--- config.mk ---
export PLATFORM = sky130hd
export DESIGN_NAME = mdu_iter
export DESIGN_NICKNAME = d
export VERILOG_FILES = /design/src/rtl/mdu_iter.sv
export SDC_FILE = /design/constraint.sdc
export NUM_CORES = 2
export LEC_CHECK = 0
export ABC_CLOCK_PERIOD_IN_PS = 24000
export CELL_PAD_IN_SITES_DETAIL_PLACEMENT = 0
export CELL_PAD_IN_SITES_GLOBAL_PLACEMENT = 1
export CORE_ASPECT_RATIO = 0.7
export CORE_MARGIN = 8
export CORE_UTILIZATION = 47
export CTS_CLUSTER_SIZE = 16
export DETAILED_ROUTE_END_ITERATION = 8
export HOLD_SLACK_MARGIN = 0.06
export PLACE_DENSITY_LB_ADDON = 0.1
export REMOVE_ABC_BUFFERS = 1
export SYNTH_ARGS = -nofsm -noshare
export SYNTH_HDL_FRONTEND = slang
export SYNTH_SLANG_ARGS = --single-unit
--- constraint.sdc ---
create_clock -name clk -period 24 [get_ports clk]
set_input_delay 6 -clock clk [delete_from_list [all_inputs] [get_ports clk]]
set_output_delay 6 -clock clk [all_outputs]
set_load 0.01 [all_outputs]
--- src/rtl/mdu_iter.sv ---
// Iterative RV64M multiply/divide unit: shift-add multiply and restoring divide on magnitudes,
// with a fixed request-accept to response latency of 64/BITS_PER_CYCLE + 1 cycles.
module mdu_iter #(
  parameter int BITS_PER_CYCLE = 1
) (
  input  logic        clk,
  input  logic        reset,
  input  logic        req_valid,
  output logic        req_ready,
  input  logic [3:0]  req_op,
  input  logic [63:0] req_a,
  input  logic [63:0] req_b,
  input  logic        flush,
  output logic        resp_valid,
  input  logic        resp_ready,
  output logic [63:0] resp_data
);

  localparam int         N        = 64 / BITS_PER_CYCLE;
  localparam logic [5:0] LAST_CNT = 6'(N - 1);

  localparam logic [3:0] OP_MUL   = 4'd0;
  localparam logic [3:0] OP_MULW  = 4'd1;
  localparam logic [3:0] OP_DIV   = 4'd2;
  localparam logic [3:0] OP_DIVU  = 4'd3;
  localparam logic [3:0] OP_REM   = 4'd4;
  localparam logic [3:0] OP_REMU  = 4'd5;
  localparam logic [3:0] OP_DIVW  = 4'd6;
  localparam logic [3:0] OP_DIVUW = 4'd7;
  localparam logic [3:0] OP_REMW  = 4'd8;
  localparam logic [3:0] OP_REMUW = 4'd9;

  typedef enum logic [1:0] {IDLE = 2'd0, BUSY = 2'd1, DONE = 2'd2} state_t;

  state_t      state_r, state_s;
  logic [3:0]  op_r;
  logic        prep_r;
  logic [5:0]  cnt_r;
  logic [63:0] acc_r, x_r, y_r;
  logic        q_neg_r, r_neg_r;
  logic        resp_valid_r;
  logic [63:0] resp_data_r;

  logic        accept_s, last_s, is_mul_s, is_w_s, is_signed_s;
  logic        a_neg_s, b_neg_s;
  logic [63:0] a_ext_s, b_ext_s, a_mag_s, b_mag_s;
  logic [63:0] acc_s, x_s, y_s, quo_s, rem_s, res_s;
  logic [64:0] rem_t;

  function automatic logic [63:0] sext32(input logic [31:0] v);
    return {{32{v[31]}}, v};
  endfunction

  assign req_ready  = (state_r == IDLE);
  assign resp_valid = resp_valid_r;
  assign resp_data  = resp_data_r;
  assign accept_s   = (state_r == IDLE) && req_valid && !flush;
  assign last_s     = (state_r == BUSY) && !prep_r && (cnt_r == LAST_CNT);
  assign is_mul_s   = (op_r == OP_MUL) || (op_r == OP_MULW);

  // Operand class decode and conversion to magnitudes for the preparation cycle
  always_comb begin
    is_w_s      = 1'b0;
    is_signed_s = 1'b0;
    case (op_r)
      OP_MULW, OP_DIVUW, OP_REMUW: is_w_s = 1'b1;
      OP_DIVW, OP_REMW: begin
        is_w_s      = 1'b1;
        is_signed_s = 1'b1;
      end
      OP_DIV, OP_REM: is_signed_s = 1'b1;
      default: is_w_s = 1'b0;
    endcase
    if (is_w_s) begin
      a_ext_s = is_signed_s ? sext32(x_r[31:0]) : {32'd0, x_r[31:0]};
      b_ext_s = is_signed_s ? sext32(y_r[31:0]) : {32'd0, y_r[31:0]};
    end else begin
      a_ext_s = x_r;
      b_ext_s = y_r;
    end
    a_neg_s = is_signed_s & a_ext_s[63];
    b_neg_s = is_signed_s & b_ext_s[63];
    a_mag_s = a_neg_s ? (64'd0 - a_ext_s) : a_ext_s;
    b_mag_s = b_neg_s ? (64'd0 - b_ext_s) : b_ext_s;
  end

  // One cycle worth of shift-add or restoring-divide steps
  always_comb begin
    acc_s = acc_r;
    x_s   = x_r;
    y_s   = y_r;
    rem_t = 65'd0;
    for (int i = 0; i < BITS_PER_CYCLE; i++) begin
      if (is_mul_s) begin
        if (y_s[0]) acc_s = acc_s + x_s;
        else        acc_s = acc_s;
        x_s = {x_s[62:0], 1'b0};
        y_s = {1'b0, y_s[63:1]};
      end else begin
        rem_t = {acc_s, x_s[63]};
        x_s   = {x_s[62:0], 1'b0};
        if (rem_t >= {1'b0, y_s}) begin
          rem_t  = rem_t - {1'b0, y_s};
          x_s[0] = 1'b1;
        end else begin
          rem_t = rem_t;
        end
        acc_s = rem_t[63:0];
      end
    end
  end

  // Sign restoration and result selection from the final iteration values
  always_comb begin
    quo_s = q_neg_r ? (64'd0 - x_s) : x_s;
    rem_s = r_neg_r ? (64'd0 - acc_s) : acc_s;
    case (op_r)
      OP_MUL:             res_s = acc_s;
      OP_MULW:            res_s = sext32(acc_s[31:0]);
      OP_DIV, OP_DIVU:    res_s = quo_s;
      OP_REM, OP_REMU:    res_s = rem_s;
      OP_DIVW, OP_DIVUW:  res_s = sext32(quo_s[31:0]);
      OP_REMW, OP_REMUW:  res_s = sext32(rem_s[31:0]);
      default:            res_s = 64'd0;
    endcase
  end

  // Next-state selection; flush overrides every other transition
  always_comb begin
    state_s = state_r;
    if (flush) begin
      state_s = IDLE;
    end else begin
      case (state_r)
        IDLE:    if (req_valid)  state_s = BUSY; else state_s = IDLE;
        BUSY:    if (last_s)     state_s = DONE; else state_s = BUSY;
        DONE:    if (resp_ready) state_s = IDLE; else state_s = DONE;
        default: state_s = IDLE;
      endcase
    end
  end

  // State register
  always_ff @(posedge clk or posedge reset) begin
    if (reset) state_r <= IDLE;
    else       state_r <= state_s;
  end

  // Operand capture, conditioning, iteration and response registers
  always_ff @(posedge clk or posedge reset) begin
    if (reset) begin
      op_r         <= 4'd0;
      prep_r       <= 1'b0;
      cnt_r        <= 6'd0;
      acc_r        <= 64'd0;
      x_r          <= 64'd0;
      y_r          <= 64'd0;
      q_neg_r      <= 1'b0;
      r_neg_r      <= 1'b0;
      resp_valid_r <= 1'b0;
      resp_data_r  <= 64'd0;
    end else begin
      if (accept_s) begin
        op_r   <= req_op;
        x_r    <= req_a;
        y_r    <= req_b;
        acc_r  <= 64'd0;
        prep_r <= 1'b1;
        cnt_r  <= 6'd0;
      end else if ((state_r == BUSY) && prep_r) begin
        // Divide by zero keeps the all-ones quotient unsigned
        x_r     <= a_mag_s;
        y_r     <= b_mag_s;
        acc_r   <= 64'd0;
        q_neg_r <= (a_neg_s ^ b_neg_s) & (b_ext_s != 64'd0);
        r_neg_r <= a_neg_s;
        prep_r  <= 1'b0;
      end else if (state_r == BUSY) begin
        x_r   <= x_s;
        y_r   <= y_s;
        acc_r <= acc_s;
        cnt_r <= cnt_r + 6'd1;
      end
      if (last_s && !flush) resp_data_r <= res_s;
      resp_valid_r <= (state_s == DONE);
    end
  end

endmodule

==> results.sh <==
export IMPL_cts_htree_levels=2
export IMPL_peakVddDrop_mv=0.0957
export IMPL_first_iter_violations=5018
export IMPL_finClkSkew_ns=0.0279
export IMPL_design_core_area_um2=61400
export IMPL_grtUsageTotal_pct=35.3
export IMPL_rows=76
export IMPL_cpPeakStageDelay_ns=0.81
export IMPL_final_cell_mix="457 x nand2_1, 429 x o21ai_0, 354 x a21oi_1"
export IMPL_synth_edf_count=0
export IMPL_numCtsBuffers=34
export IMPL_layout_drive_gt1_share_pct=5.43
export IMPL_arrival_ns=9.15
export IMPL_clock_path_buffers=3
export IMPL_min_path_type="flop to flop"
export IMPL_path_clk_slew_ns=0.06
export IMPL_wl_per_cell_um=26.7
export IMPL_antenna_found_initial=4
export IMPL_place_ws_ns=14.77
export IMPL_dieArea_um2=70300
export IMPL_grt_pass1_vias=29336
export IMPL_post_cts_buffers=0
export IMPL_place_gp_congestion=1.04
export IMPL_wirelength_um=130000
export IMPL_grt_max_degree=80
export IMPL_vias_per_cell=6.79
export IMPL_grt_pass1_wl_um=194000
export IMPL_cp_common_cell="buf_4"
export IMPL_synthTopCellsByArea="dfrtp_1 23%, o21ai_0 7.4%, a21oi_1 6.1%, nand2_1 5.9%, ha_1 5.6%"
export IMPL_path_buf_inv=3
export IMPL_yosys_warnings=0
export IMPL_setup_ws_ns=15.33
export IMPL_cts_tree="done"
export IMPL_drv_slew=0
export IMPL_syn_area_per_cell_um2=7.24
export IMPL_p_per_area_nw_per_um2=168
export IMPL_route_vias_total=33077
export IMPL_ant_nets=0
export IMPL_start_util_pct=47.4
export IMPL_yosysTopAreaCellShare_pct=23.4
export IMPL_drv_cap=0
export IMPL_cp_start_kind="primary input"
export IMPL_critical_path_slowest_cell="nor2_4"
export IMPL_hold_buffers=0
export IMPL_tightest_slew_ns=1.24
export IMPL_finalCritPeriodShare_pct=36.1
export IMPL_cts_sinks=272
export IMPL_ys_seq_area_share_pct=23.4
export IMPL_syn_cell_area_um2=29100
export IMPL_p_leak_nw=12.9
export IMPL_syn2layout_area_growth_pct=12.2
export IMPL_synth_ff_type="dfrtp_1"
export IMPL_synth_seq_cells=272
export IMPL_clk_latency_ns=0.59
export IMPL_rsz0062_at_grt="false"
export IMPL_async_flop_share_pct=100
export IMPL_synth_cells=4022
export IMPL_layout_commonest_cell="nand2_1"
export IMPL_crit_type="primary input to flop"
export IMPL_crit_path_end_kind="flop"
export IMPL_drcViolationCount=0
export IMPL_fin_nets=4294
export IMPL_hold_violations=0
export IMPL_yosysTopAreaCell="dfrtp_1"
export IMPL_drt_first_pass_iters=8
export IMPL_crit_required_ns=24.48
export IMPL_fin_crit_ns=8.67
export IMPL_cp_max_fo=62
export IMPL_hpwl_um=97900
export IMPL_final_setup_tns_ns=0
export IMPL_cp_top_family="buffers and inverters"
export IMPL_die_x_um=313
export IMPL_cp_cell_sequence="clkdlybuf4s50_1 -> nand2b_1 -> nor3_2 -> buf_4 -> nor2_4 -> buf_4 -> a22o_1 -> a31oi_1 -> o21ai_0"
export IMPL_outcome="finished, final reports clean"
export IMPL_ctsResizeCount=0
export IMPL_die_y_um=224
export IMPL_synth_distinct_cells=99
export IMPL_fmax_ghz=0.115
export IMPL_setup_viol=0
export IMPL_cts_root_buf="clkbuf_16"
export IMPL_io_buffer_count=202
export IMPL_io_pins=203
export IMPL_grt_ovfl_total=0
export IMPL_slew_limit_headroom_pct=16.3
-- power by group --
group	leakage [nW]	switching (mW)	internal [mW]	total [mW]
combinational	8.97	2.60	1.35	3.95
clock	0.552	0.232	0.299	0.531
sequential	3.42	0.401	0.607	1.01
total	12.9	3.23	2.25	5.49
-- flip-flops by register name (all words and copies together), names as in the netlist --
signal and cells:
prep_r 1, acc_r 64, x_r 64, q_neg_r 1, state_r 2, y_r 64
resp_valid 1, resp_data 64, op_r 4, r_neg_r 1, cnt_r 6
-- worst min-delay path: cells and delay by family, from the launching register on --
kind	cells	cell delay, ns
AO/OA/AOI/OAI	1	0.06
AND/OR/NAND/NOR	1	0.05
flip-flops	1	0.34
-- metrics by stage --
stage	power, mW	cell area [um^2]	hold WS [ns]	instances	utilization, %
after floorplan	3.44	27900	0.457	3725	-
after global placement	4.75	31500	0.464	4807	51.4
after detailed placement	4.74	31500	0.473	4807	51.4
after CTS	5.29	32700	0.488	4868	53.2
after global routing	5.80	32700	0.508	4868	53.2
final	5.49	32700	0.482	4870	53.2
-- area by class of cell --
type	instances	area [um^2]
antenna	2	5.00
clock buffer	48	1030
clock inverter	13	75.1
fill	6222	28800
inverter	126	480
multi-input combinational	3327	20800
sequential	272	6810
tap	819	1020
timing repair buffer	263	2480
-- Yosys cell counts, drive strengths merged, types with 45 or more instances --
cell and number:
a31oi 79, a21o 57, nand3 79, inv 126, nand2 460, xor2 100, a211oi 51, o22ai 69
a22o 49, a221oi 72, buf 57, o21ai 450, a21oi 359, nor2 343, or3 52, nand4 71
nor3 121, nor4 45, clkbuf 240, xnor2 121, dfrtp 272, ha 131
-- per-layer routing --
metal  vias to the layer above  share of wire, %  GRT usage, %
met5                         -             0.055         0.482
met4                         6               1.7          6.42
met3                       144                15          13.1
met2                      1946                37          44.3
met1                     15883                47          55.7
li1                      15098                 -             -
-- path summary, 6_finish.rpt --
path,start,endpoint,slack [ns],cells past startpoint
max in group asynchronous,reset,y_r[52]$_DFFE_PP0P_,15.85,4
setup / recovery,flush,y_r[4]$_DFFE_PP0P_,15.33,9
setup reg to reg,x_r[63]$_DFFE_PP0N_,resp_data[44]$_DFFE_PP0P_,16.16,22
hold / removal,resp_data[43]$_DFFE_PP0P_,resp_data[43]$_DFFE_PP0P_,0.48,2
min in group asynchronous,reset,x_r[6]$_DFFE_PP0P_,5.87,2
hold reg to reg,resp_data[43]$_DFFE_PP0P_,resp_data[43]$_DFFE_PP0P_,0.48,2
-- logic make-up after synthesis --
family | after synthesis | synth area share, %
AOI/OAI and AO/OA | 1541 | 34.1
xor gates and xnor gates | 221 | 6.65
adders and majority gates | 133 | 5.77
buffers and inverters | 423 | 5.73
DFF | 272 | 23.4
muxes | 47 | 1.66
and+or+nand+nor | 1385 | 22.7
No activity file was read; power rests on OpenSTA's default activity.
